### src/rtl/suprloco_rom_loader_if.sv
// Download-side bus between hps_io and the ROM loader, plus the ROM BRAM write port it drives.
// The master is hps_io plus the BRAMs; the slave is the loader.
interface suprloco_rom_loader_if;
    logic        ioctl_download;
    logic [15:0] ioctl_index;
    logic [26:0] ioctl_addr;
    logic [7:0]  ioctl_data;
    logic        ioctl_wr;
    logic        ioctl_wait;
    logic [15:0] o_ROM_ADDR;
    logic [7:0]  o_ROM_DATA;
    logic [4:0]  o_ROM_CS;
    logic        o_ROM_WR;

    modport master (
        output ioctl_download, ioctl_index, ioctl_addr, ioctl_data, ioctl_wr,
        input  ioctl_wait, o_ROM_ADDR, o_ROM_DATA, o_ROM_CS, o_ROM_WR
    );

    modport slave (
        input  ioctl_download, ioctl_index, ioctl_addr, ioctl_data, ioctl_wr,
        output ioctl_wait, o_ROM_ADDR, o_ROM_DATA, o_ROM_CS, o_ROM_WR
    );
endinterface

### src/rtl/suprloco_rom_loader.sv
// Steers the hps_io download stream into the Super Locomotive ROM/PROM BRAMs,
// captures the DIP bank and holds the game board in reset until the ROM set is loaded.
module suprloco_rom_loader #(
    parameter logic [15:0] ROM_INDEX   = 16'd0,
    parameter logic [15:0] DIP_INDEX   = 16'd254,
    parameter int          WAIT_CYC    = 2,
    parameter int          RST_HOLD    = 16,
    parameter logic [23:0] DIP_DEFAULT = 24'hFFFFFF
) (
    input  logic                        i_EMU_MCLK,
    input  logic                        i_EMU_INITRST,
    suprloco_rom_loader_if.slave        bus,
    output logic [23:0]                 o_DIPSW,
    output logic                        o_CORE_RST,
    output logic                        o_LOAD_DONE,
    output logic                        o_MAP_ERR
);

    localparam logic [3:0] WAIT_LOAD = 4'((WAIT_CYC > 0) ? WAIT_CYC - 1 : 0);
    localparam logic [7:0] HOLD_INIT = 8'(RST_HOLD);

    typedef enum logic [1:0] {IDLE, WRITE, WAIT} state_t;

    state_t      state, state_next;
    logic [3:0]  wait_cnt;
    logic [7:0]  hold_cnt;
    logic        hold_active;
    logic        dl_prev;
    logic [4:0]  map_cs;
    logic [15:0] map_base;
    logic        mapped;
    logic [15:0] rel_addr;
    logic        rom_sel, dip_sel;
    logic        accept, unmapped_err, busy_err;
    logic        dl_rise, dl_fall;

    // Region decode; the 16-bit subtraction equals the truncated full-width offset.
    always_comb begin
        map_cs   = '0;
        map_base = '0;
        mapped   = 1'b1;
        if (bus.ioctl_addr < 27'h0C000) begin
            map_cs = 5'b00001; map_base = 16'h0000;
        end else if (bus.ioctl_addr < 27'h0E000) begin
            map_cs = 5'b00010; map_base = 16'hC000;
        end else if (bus.ioctl_addr < 27'h1A000) begin
            map_cs = 5'b00100; map_base = 16'hE000;
        end else if (bus.ioctl_addr < 27'h1C000) begin
            map_cs = 5'b01000; map_base = 16'hA000;
        end else if (bus.ioctl_addr < 27'h1C400) begin
            map_cs = 5'b10000; map_base = 16'hC000;
        end else begin
            mapped = 1'b0;
        end
    end

    assign rel_addr     = bus.ioctl_addr[15:0] - map_base;
    assign rom_sel      = bus.ioctl_download && (bus.ioctl_index == ROM_INDEX);
    assign dip_sel      = bus.ioctl_download && (bus.ioctl_index == DIP_INDEX);
    assign accept       = bus.ioctl_wr && rom_sel && mapped && (state == IDLE);
    assign unmapped_err = bus.ioctl_wr && rom_sel && !mapped && (state == IDLE);
    assign busy_err     = bus.ioctl_wr && (state != IDLE);
    assign dl_rise      = bus.ioctl_download && !dl_prev && (bus.ioctl_index == ROM_INDEX);
    assign dl_fall      = !bus.ioctl_download && dl_prev && (bus.ioctl_index == ROM_INDEX);

    always_ff @(posedge i_EMU_MCLK or posedge i_EMU_INITRST) begin
        if (i_EMU_INITRST) state <= IDLE;
        else               state <= state_next;
    end

    always_comb begin
        state_next     = state;
        bus.o_ROM_WR   = 1'b0;
        bus.ioctl_wait = 1'b0;
        case (state)
            IDLE:    if (accept) state_next = WRITE;
            WRITE: begin
                bus.o_ROM_WR   = 1'b1;
                bus.ioctl_wait = 1'b1;
                state_next     = (WAIT_CYC > 0) ? WAIT : IDLE;
            end
            WAIT: begin
                bus.ioctl_wait = 1'b1;
                if (wait_cnt == 4'd0) state_next = IDLE;
            end
            default: state_next = IDLE;
        endcase
    end

    // Write port latches only on accept, so it holds its last value between writes.
    always_ff @(posedge i_EMU_MCLK or posedge i_EMU_INITRST) begin
        if (i_EMU_INITRST) begin
            bus.o_ROM_ADDR <= '0;
            bus.o_ROM_DATA <= '0;
            bus.o_ROM_CS   <= '0;
            wait_cnt       <= '0;
        end else begin
            if (accept) begin
                bus.o_ROM_ADDR <= rel_addr;
                bus.o_ROM_DATA <= bus.ioctl_data;
                bus.o_ROM_CS   <= map_cs;
            end
            if (state == WRITE)
                wait_cnt <= WAIT_LOAD;
            else if (state == WAIT && wait_cnt != 4'd0)
                wait_cnt <= wait_cnt - 4'd1;
        end
    end

    // The hold countdown waits for any in-flight write to drain before running.
    always_ff @(posedge i_EMU_MCLK or posedge i_EMU_INITRST) begin
        if (i_EMU_INITRST) begin
            o_CORE_RST  <= 1'b1;
            o_LOAD_DONE <= 1'b0;
            o_MAP_ERR   <= 1'b0;
            o_DIPSW     <= DIP_DEFAULT;
            hold_cnt    <= HOLD_INIT;
            hold_active <= 1'b0;
            dl_prev     <= 1'b0;
        end else begin
            dl_prev <= bus.ioctl_download;
            if (dl_rise) begin
                o_CORE_RST  <= 1'b1;
                o_LOAD_DONE <= 1'b0;
                o_MAP_ERR   <= 1'b0;
                hold_cnt    <= HOLD_INIT;
                hold_active <= 1'b0;
            end else begin
                if (dl_fall) begin
                    o_LOAD_DONE <= 1'b1;
                    hold_active <= 1'b1;
                end
                if (hold_active && state == IDLE) begin
                    if (hold_cnt <= 8'd1) begin
                        hold_cnt    <= 8'd0;
                        o_CORE_RST  <= 1'b0;
                        hold_active <= 1'b0;
                    end else begin
                        hold_cnt <= hold_cnt - 8'd1;
                    end
                end
            end
            if (unmapped_err || busy_err) o_MAP_ERR <= 1'b1;
            if (bus.ioctl_wr && dip_sel && bus.ioctl_addr < 27'd3) begin
                case (bus.ioctl_addr[1:0])
                    2'd0:    o_DIPSW[7:0]   <= bus.ioctl_data;
                    2'd1:    o_DIPSW[15:8]  <= bus.ioctl_data;
                    2'd2:    o_DIPSW[23:16] <= bus.ioctl_data;
                    default: ;
                endcase
            end
        end
    end

endmodule

### src/flat_wrapper.sv
// flat-port wrapper written by rule: the top's interface ports become plain ports
module suprloco_rom_loader_flat 
#(
    parameter logic [15:0] ROM_INDEX   = 16'd0,
    parameter logic [15:0] DIP_INDEX   = 16'd254,
    parameter int          WAIT_CYC    = 2,
    parameter int          RST_HOLD    = 16,
    parameter logic [23:0] DIP_DEFAULT = 24'hFFFFFF
)
  (i_EMU_MCLK, i_EMU_INITRST, o_DIPSW, o_CORE_RST, o_LOAD_DONE, o_MAP_ERR, bus_ioctl_download, bus_ioctl_index, bus_ioctl_addr, bus_ioctl_data, bus_ioctl_wr, bus_ioctl_wait, bus_o_ROM_ADDR, bus_o_ROM_DATA, bus_o_ROM_CS, bus_o_ROM_WR);
  suprloco_rom_loader_if bus_i ();
  input  logic i_EMU_MCLK;
  input  logic i_EMU_INITRST;
  output logic [23:0] o_DIPSW;
  output logic o_CORE_RST;
  output logic o_LOAD_DONE;
  output logic o_MAP_ERR;
  input wire logic [$bits(bus_i.ioctl_download)-1:0] bus_ioctl_download;
  input wire logic [$bits(bus_i.ioctl_index)-1:0] bus_ioctl_index;
  input wire logic [$bits(bus_i.ioctl_addr)-1:0] bus_ioctl_addr;
  input wire logic [$bits(bus_i.ioctl_data)-1:0] bus_ioctl_data;
  input wire logic [$bits(bus_i.ioctl_wr)-1:0] bus_ioctl_wr;
  output wire logic [$bits(bus_i.ioctl_wait)-1:0] bus_ioctl_wait;
  output wire logic [$bits(bus_i.o_ROM_ADDR)-1:0] bus_o_ROM_ADDR;
  output wire logic [$bits(bus_i.o_ROM_DATA)-1:0] bus_o_ROM_DATA;
  output wire logic [$bits(bus_i.o_ROM_CS)-1:0] bus_o_ROM_CS;
  output wire logic [$bits(bus_i.o_ROM_WR)-1:0] bus_o_ROM_WR;
  assign bus_i.ioctl_download = bus_ioctl_download;
  assign bus_i.ioctl_index = bus_ioctl_index;
  assign bus_i.ioctl_addr = bus_ioctl_addr;
  assign bus_i.ioctl_data = bus_ioctl_data;
  assign bus_i.ioctl_wr = bus_ioctl_wr;
  assign bus_ioctl_wait = bus_i.ioctl_wait;
  assign bus_o_ROM_ADDR = bus_i.o_ROM_ADDR;
  assign bus_o_ROM_DATA = bus_i.o_ROM_DATA;
  assign bus_o_ROM_CS = bus_i.o_ROM_CS;
  assign bus_o_ROM_WR = bus_i.o_ROM_WR;
  suprloco_rom_loader #(.ROM_INDEX(ROM_INDEX), .DIP_INDEX(DIP_INDEX), .WAIT_CYC(WAIT_CYC), .RST_HOLD(RST_HOLD), .DIP_DEFAULT(DIP_DEFAULT)) u_core (.i_EMU_MCLK(i_EMU_MCLK), .i_EMU_INITRST(i_EMU_INITRST), .bus(bus_i), .o_DIPSW(o_DIPSW), .o_CORE_RST(o_CORE_RST), .o_LOAD_DONE(o_LOAD_DONE), .o_MAP_ERR(o_MAP_ERR));
endmodule
### config.mk
export PLATFORM = sky130hd
export DESIGN_NAME = suprloco_rom_loader_flat
export DESIGN_NICKNAME = d
export VERILOG_FILES = /design/src/rtl/suprloco_rom_loader_if.sv /design/src/rtl/suprloco_rom_loader.sv /design/src/flat_wrapper.sv
export SDC_FILE = /design/constraint.sdc
export NUM_CORES = 1
export LEC_CHECK = 0
export ABC_AREA = 0
export BUFFER_PORTS_ARGS = -buffer_cell sky130_fd_sc_hd__buf_2
export CORE_MARGIN = 2
export CORE_UTILIZATION = 41
export DETAILED_ROUTE_END_ITERATION = 12
export PLACE_DENSITY = 0.73
export SETUP_SLACK_MARGIN = 0.1
export SLEW_MARGIN = 0
export SYNTH_ARGS = -nofsm -noshare
export SYNTH_HDL_FRONTEND = slang
export SYNTH_SLANG_ARGS = --single-unit
### constraint.sdc
create_clock -name i_EMU_MCLK -period 2.6 [get_ports i_EMU_MCLK]
set_input_delay 0.13 -clock i_EMU_MCLK [delete_from_list [all_inputs] [get_ports i_EMU_MCLK]]
set_output_delay 0.13 -clock i_EMU_MCLK [all_outputs]
set_load 0.02 [all_outputs]
==> out/qor.yml, run 1 <==
synth_compound_area_share_pct: 4.898
yosysSeqAreaShare_pct: 54.40
fmax_ghz: 0.4709
hold_path_class: "primary input to flop"
setup_viol: 0
finClkSkew_ps: 8.126
cp.required_ps: 2870
core_area_um2: 8093
cts_buffers: 9
dieHeight_um: 94.69
root_buffer: "clkbuf_8"
hold_ws_ps: 31.33
synth-edff-count: 0
syn_area_um2: 3372
hold_viol_final: 0
fin_crit_sh_pct: 81.68
synthMuxAreaShare_pct: 18.29
synth.avg_cell_area_um2: 12.54
cp_max_fo: 8
crit_path_start_kind: "primary input"
firstDrtPassIters: 6
yosys_warnings: 0
final_cell_mix: "112 x buf_2, 53 x mux2_2, 46 x dfrtp_1"
synth-simple-area-share_pct: 13.88
fin_nets: 457
wl_mm: 7.424
rsz0062_at_grt: "false"
mostFrequentLayoutCell: "buf_2"
grt_pass1_vias: 2541
synth_top_area_share_pct: 34.14
yosysTopAreaCell: "dfrtp_1"
ios: 113
tns_ps: 0
rows: 33
crit_slowest_cell: "or4_4"
synth_fp_nets: 334
antenna_found_initial: 0
leakage_nw: 2.236
r2r_slack_ps: 800
track_usage_pct: 17.73
cts_tree: "built"
cts.sinks: 72
synth-xor-area-share_pct: 2.078
dieArea_um2: 8966
critPathArrivalTime_ps: 2390
synth_area_leaders: "dfrtp_1 34%, dfstp_2 20%, mux2_2 18%"
design_area_um2: 4299
synth.distinct_cells: 48
ys_ff_latch: 72
startpoint: "bus_ioctl_addr[21]"
maxCapViolCount: 0
drtIter0Drc: 66
cts.htree.levels: 3
p_total_mw: 2.471
clk_pin_slew_worst_paths_ps: 80
drc: 0
clockBufferDepth: 2
max_slew.worst_pin.slew_ps: 1031
insertion_delay_ps: 340
fin_crit_ps: 2124
synth_adder_area_share_pct: 3.933
fp.dieW_um: 94.69
viasPerCell: 5.016
overflow: 0
ys_async_sr_fraction_pct: 100.0
fillCellCount: 742
wl_per_cell_um: 14.79
synth_top_family_by_area: "multiplexers"
slew_headroom_pct: 31.19
place_area_um2: 4089
reg2reg_depth: 7
max_stage_delay_ps: 530
ir_drop_mv: 0.2386
grt_pass1_wl_mm: 12.26
grt_start_max_net_pins: 51
endpoint: "u_core.o_DIPSW[15]"
layout-drive-gt1-share_pct: 56.42
fin_util_pct: 53.12
diodes: 0
ys.flop_type: "dfrtp_1"
routed-via-count: 2518
syn_inst: 269
ant_nets: 0
slew_viol_final: 0
io_buffers: 112
cts_resized: 0
rr_endpoint: "u_core.hold_cnt[7]"
p_per_area_nw_per_um2: 574.8
crit_type: "primary input to flop"
status: "complete, no violations"
cp_cell_sequence: "buf_2 -> or4_4 -> or3_4 -> nor4_4 -> and4b_1 -> mux2_2"
end_kind: "flop"
syn_to_final_growth_pct: 27.50
initial_core_util_pct: 41.67
dp_hpwl_mm: 5.650
gp_congestion: 0.7700
r2r_start: "u_core.state[0]"
## worst min-delay path by stage
| stage | startpoint | endpoint | slack (ps) | depth (start not counted) |
|---|---|---|---|---|
| after floorplan | bus_ioctl_download | u_core.dl_prev | 160 | 0 |
| after global placement | bus_ioctl_download | u_core.dl_prev | 280 | 1 |
| after detailed placement | bus_ioctl_download | u_core.dl_prev | 280 | 1 |
| after CTS | bus_ioctl_addr[11] | u_core.bus.o_ROM_ADDR[11] | 20 | 2 |
| after global routing | bus_ioctl_addr[10] | u_core.bus.o_ROM_ADDR[10] | 30 | 2 |
| final | bus_ioctl_addr[11] | u_core.bus.o_ROM_ADDR[11] | 30 | 2 |
## routing by layer
metal	GRT usage [%]	part of all wire [%]	vias up
met5	0	0	-
met2	29.02	51	58
met1	22.45	43	1232
met3	5.108	5.0	16
li1	-	-	1212
met4	6.280	1.9	0
## cells in the mapped netlist (all sizes together) (2+ instances only)
| cell | count |
|---|---|
| or3 | 4 |
| nand2 | 13 |
| dfrtp | 46 |
| nand2b | 3 |
| xor2 | 3 |
| or2 | 2 |
| mux2 | 53 |
| xnor2 | 5 |
| o21ai | 6 |
| a21oi | 9 |
| nor2 | 12 |
| mux2i | 2 |
| a21boi | 2 |
| nor3 | 16 |
| clkbuf | 4 |
| ha | 9 |
| buf | 3 |
| or4 | 3 |
| nand4 | 4 |
| nor4 | 5 |
| nand4b | 3 |
| inv | 14 |
| nand3 | 3 |
| and3 | 3 |
| dfstp | 26 |
## what timing repair did
action                                 CTS  global route
endpoints found under the hold margin    1             0
hold buffers                             1             0
setup buffers                            0             0
## power breakdown
group          internal, mW  switching (mW)  leakage [nW]
clock network         0.454           0.441         0.105
logic                 0.152           0.178          1.27
registers              1.19          0.0581         0.862
total                  1.79           0.677          2.24
## metrics by stage
| step | instances | worst slack, ps |
|---|---|---|
| finish | 502 | 476.2 |
| global route | 502 | 379.8 |
| CTS | 502 | 472.7 |
| detailed placement | 485 | 109.8 |
| global placement | 485 | 164.0 |
| floorplan | 269 | 447.5 |
## worst max-delay path: cells and delay by family
| kind | cells | cell delay [ps] |
|---|---|---|
| and+or+nand+nor | 4 | 1790 |
| muxes | 1 | 380 |
| buffers and inverters | 1 | 90 |
## layout make-up
type / count / area [um^2] / area share, %
clock buffer: 9 / 123.9 / 2.881
clock inverter: 7 / 76.32 / 1.775
timing repair buffer: 119 / 628.1 / 14.61
sequential: 72 / 1834 / 42.67
tap: 105 / 131.4 / 3.056
multi-input combinational: 176 / 1453 / 33.79
inverter: 14 / 52.55 / 1.222
## kinds of logic (layout without fill, tap and decap cells)
logic type,Yosys count,in the layout
adder cells (fa/ha/maj),10,10
flip-flops,72,72
buffers and inverters,21,149
AO/OA/AOI/OAI,25,25
XOR/XNOR,8,8
AND/OR/NAND/NOR,78,78
multiplexers,55,55
## state kept, by name, summed over array words and instances, names as in the netlist
| name | count |
|---|---|
| u_core.bus.o_ROM_ADDR | 16 |
| u_core.bus.o_ROM_CS | 5 |
| u_core.bus.o_ROM_DATA | 8 |
| u_core.dl_prev | 1 |
| u_core.hold_active | 1 |
| u_core.hold_cnt | 8 |
| u_core.o_CORE_RST | 1 |
| u_core.o_DIPSW | 24 |
| u_core.o_LOAD_DONE | 1 |
| u_core.o_MAP_ERR | 1 |
| u_core.state | 2 |
| u_core.wait_cnt | 4 |
No activity file was read; power rests on OpenSTA's default activity.
==> run 2, diff against run 1 <==
clock period = 2.2 ns   (was 2.6 ns; I/O delays follow)
==> out/qor.yml, run 2 (synthesized netlist as in run 1, its figures left out) <==
status: "complete, no violations"
fin_util_pct: 54.85  # +1.7 points
dp_hpwl_mm: 5.922  # +4.8%
clk_pin_slew_worst_paths_ps: 80  # about the same
rsz0062_at_grt: "false"
ant_nets: 0  # unchanged
regMostFlops: "u_core.o_DIPSW"
finClkSkew_ps: 9.685  # +1.559 ps
crit_path_start_kind: "primary input"
fin_crit_ps: 1981
cts_buffers: 9  # unchanged
cts_tree: "built"
routed-via-count: 2585  # +2.7%
leakage_nw: 2.328  # +4.1%
min_to: "u_core.bus.o_ROM_ADDR[2]"
dieHeight_um: 94.69  # unchanged
end_kind: "flop"
fmax_ghz: 0.5047
r2r_slack_ps: 300  # -500 ps
hold_path_class: "primary input to flop"
largestRegisters: "u_core.o_DIPSW x24, u_core.bus.o_ROM_ADDR x16"
dieArea_um2: 8966  # unchanged
min_path_cells: 2  # unchanged
root_buffer: "clkbuf_8"
hp-start: "bus_ioctl_addr[2]"
wl_per_cell_um: 15.35  # +3.8%
io_buffers: 112  # unchanged
setup_viol: 0  # unchanged
grt_start_max_net_pins: 44  # -14%
register_area_um2: 1834  # unchanged
layout-drive-gt1-share_pct: 56.13  # -0.30 points
clockBufferDepth: 2  # unchanged
ios: 113  # unchanged
drc: 0  # unchanged
max_slew.worst_pin.slew_ps: 675.8  # -354.9 ps
largest_reg_flops: 24  # unchanged
rows: 33  # unchanged
critPathArrivalTime_ps: 2260  # -130 ps
fin_nets: 468  # +2.4%
slew_viol_final: 0  # unchanged
syn_to_final_growth_pct: 31.65
grt_pass1_vias: 2554  # +0.51%
final_cell_mix: "112 x buf_2, 53 x mux2_2, 46 x dfrtp_1"
insertion_delay_ps: 350  # about the same
maxCapViolCount: 0  # unchanged
design_area_um2: 4439  # +3.3%
drtIter0Drc: 94  # +42%
fillCellCount: 712  # -4.0%
antenna_found_initial: 0  # unchanged
fp.dieW_um: 94.69  # unchanged
track_usage_pct: 18.25  # +0.52 points
diodes: 0  # unchanged
overflow: 0  # unchanged
core_area_um2: 8093  # unchanged
wl_mm: 7.873  # +6.0%
firstDrtPassIters: 4  # -2
cts.htree.levels: 3  # unchanged
rr_endpoint: "u_core.hold_cnt[5]"
slew_headroom_pct: 54.88  # +24 points
fin_crit_sh_pct: 90.05
cp_max_fo: 8  # unchanged
p_per_area_nw_per_um2: 674.8  # +17%
reg2reg_depth: 7  # unchanged
place_area_um2: 4139  # +1.2%
r2r_start: "u_core.state[1]"
initial_core_util_pct: 41.67  # unchanged
viasPerCell: 5.039  # +0.46%
ir_drop_mv: 0.3841  # +61%
cts.sinks: 72  # unchanged
crit_type: "primary input to flop"
grt_pass1_wl_mm: 12.30  # +0.33%
gp_congestion: 0.8194  # +6.4%
hold_viol_final: 0  # unchanged
cp.required_ps: 2480  # -390 ps
mostFrequentLayoutCell: "buf_2"
multiInputGateArea_um2: 1470  # +1.2%
tns_ps: 0  # unchanged
[run 2: changes by cell type in the layout (fill, tap and decap cells not counted)]
cell and delta:
dlygate4sd3_1 +6, buf_4 +4, inv_6 -2, buf_12 +1
clkbuf_16 +1, clkinv_2 +1, nand4b_2 -1, nand4b_4 +1
nor4b_2 -1, nor4b_4 +1
[run 2: where the power goes]
group / switching (mW) / internal, mW / leakage [nW]
Clock: 0.513 / 0.595 / 0.112
Combinational: 0.222 / 0.194 / 1.35
Sequential: 0.0671 / 1.40 / 0.862
Total: 0.802 / 2.19 / 2.33
[run 2: cell type report]
cell class | instances | area share (%)
Sequential cell | 72 | 41.32
Multi-Input combinational cell | 176 | 33.12
Timing Repair Buffer | 130 | 16.63
Clock buffer | 10 | 3.354
Tap cell | 105 | 2.959
Clock inverter | 6 | 1.437
Inverter | 14 | 1.184
[run 2: how the worst max path moves through the flow]
stage                     cells after the start                         to  slack (ps)          startpoint
after CTS                                     8         u_core.o_DIPSW[17]         150   bus_ioctl_addr[9]
after global placement                        7  u_core.bus.o_ROM_ADDR[15]         -40  bus_ioctl_addr[10]
after floorplan                               6         u_core.o_DIPSW[10]         170  bus_ioctl_addr[10]
after detailed placement                      7         u_core.o_DIPSW[17]        -120  bus_ioctl_addr[10]
final                                         8          u_core.o_DIPSW[6]         220   bus_ioctl_addr[9]
after global routing                          8          u_core.o_DIPSW[7]         110   bus_ioctl_addr[9]
[run 2: per-stage QoR]
step	hold WS (ps)	power, mW	worst slack, ps	instances
6_report	15.98	2.995	218.8	513
5_1_grt	4.061	3.147	112.9	513
4_1_cts	2.913	3.019	146.1	513
3_5_place_dp	251.3	1.891	-120.5	490
3_3_place_gp	239.8	1.874	-35.99	490
2_1_floorplan	141.4	1.748	171.6	269
[run 2: routing by layer]
layer  vias up  wire length, um  track usage [%]
met5         -                0                0
met4         0              127            7.246
met2        64             3950            30.32
met1      1278             3385            22.52
met3        11              409            5.028
li1       1232                -                -
[run 2: worst max-delay path: stages]
cell and delay [ps]:
dlygate4sd3_1 530, buf_2 130, nor3_1 250, nand4b_1 190
nor4_4 300, buf_4 170, nand3_2 230, mux2_2 360
[run 2: timing repair]
item	CTS	global route
gates resized for setup	0	2
hold buffers	7	0
setup buffers	0	0
endpoints found under the hold margin	27	0
endpoints found under the setup margin	0	10
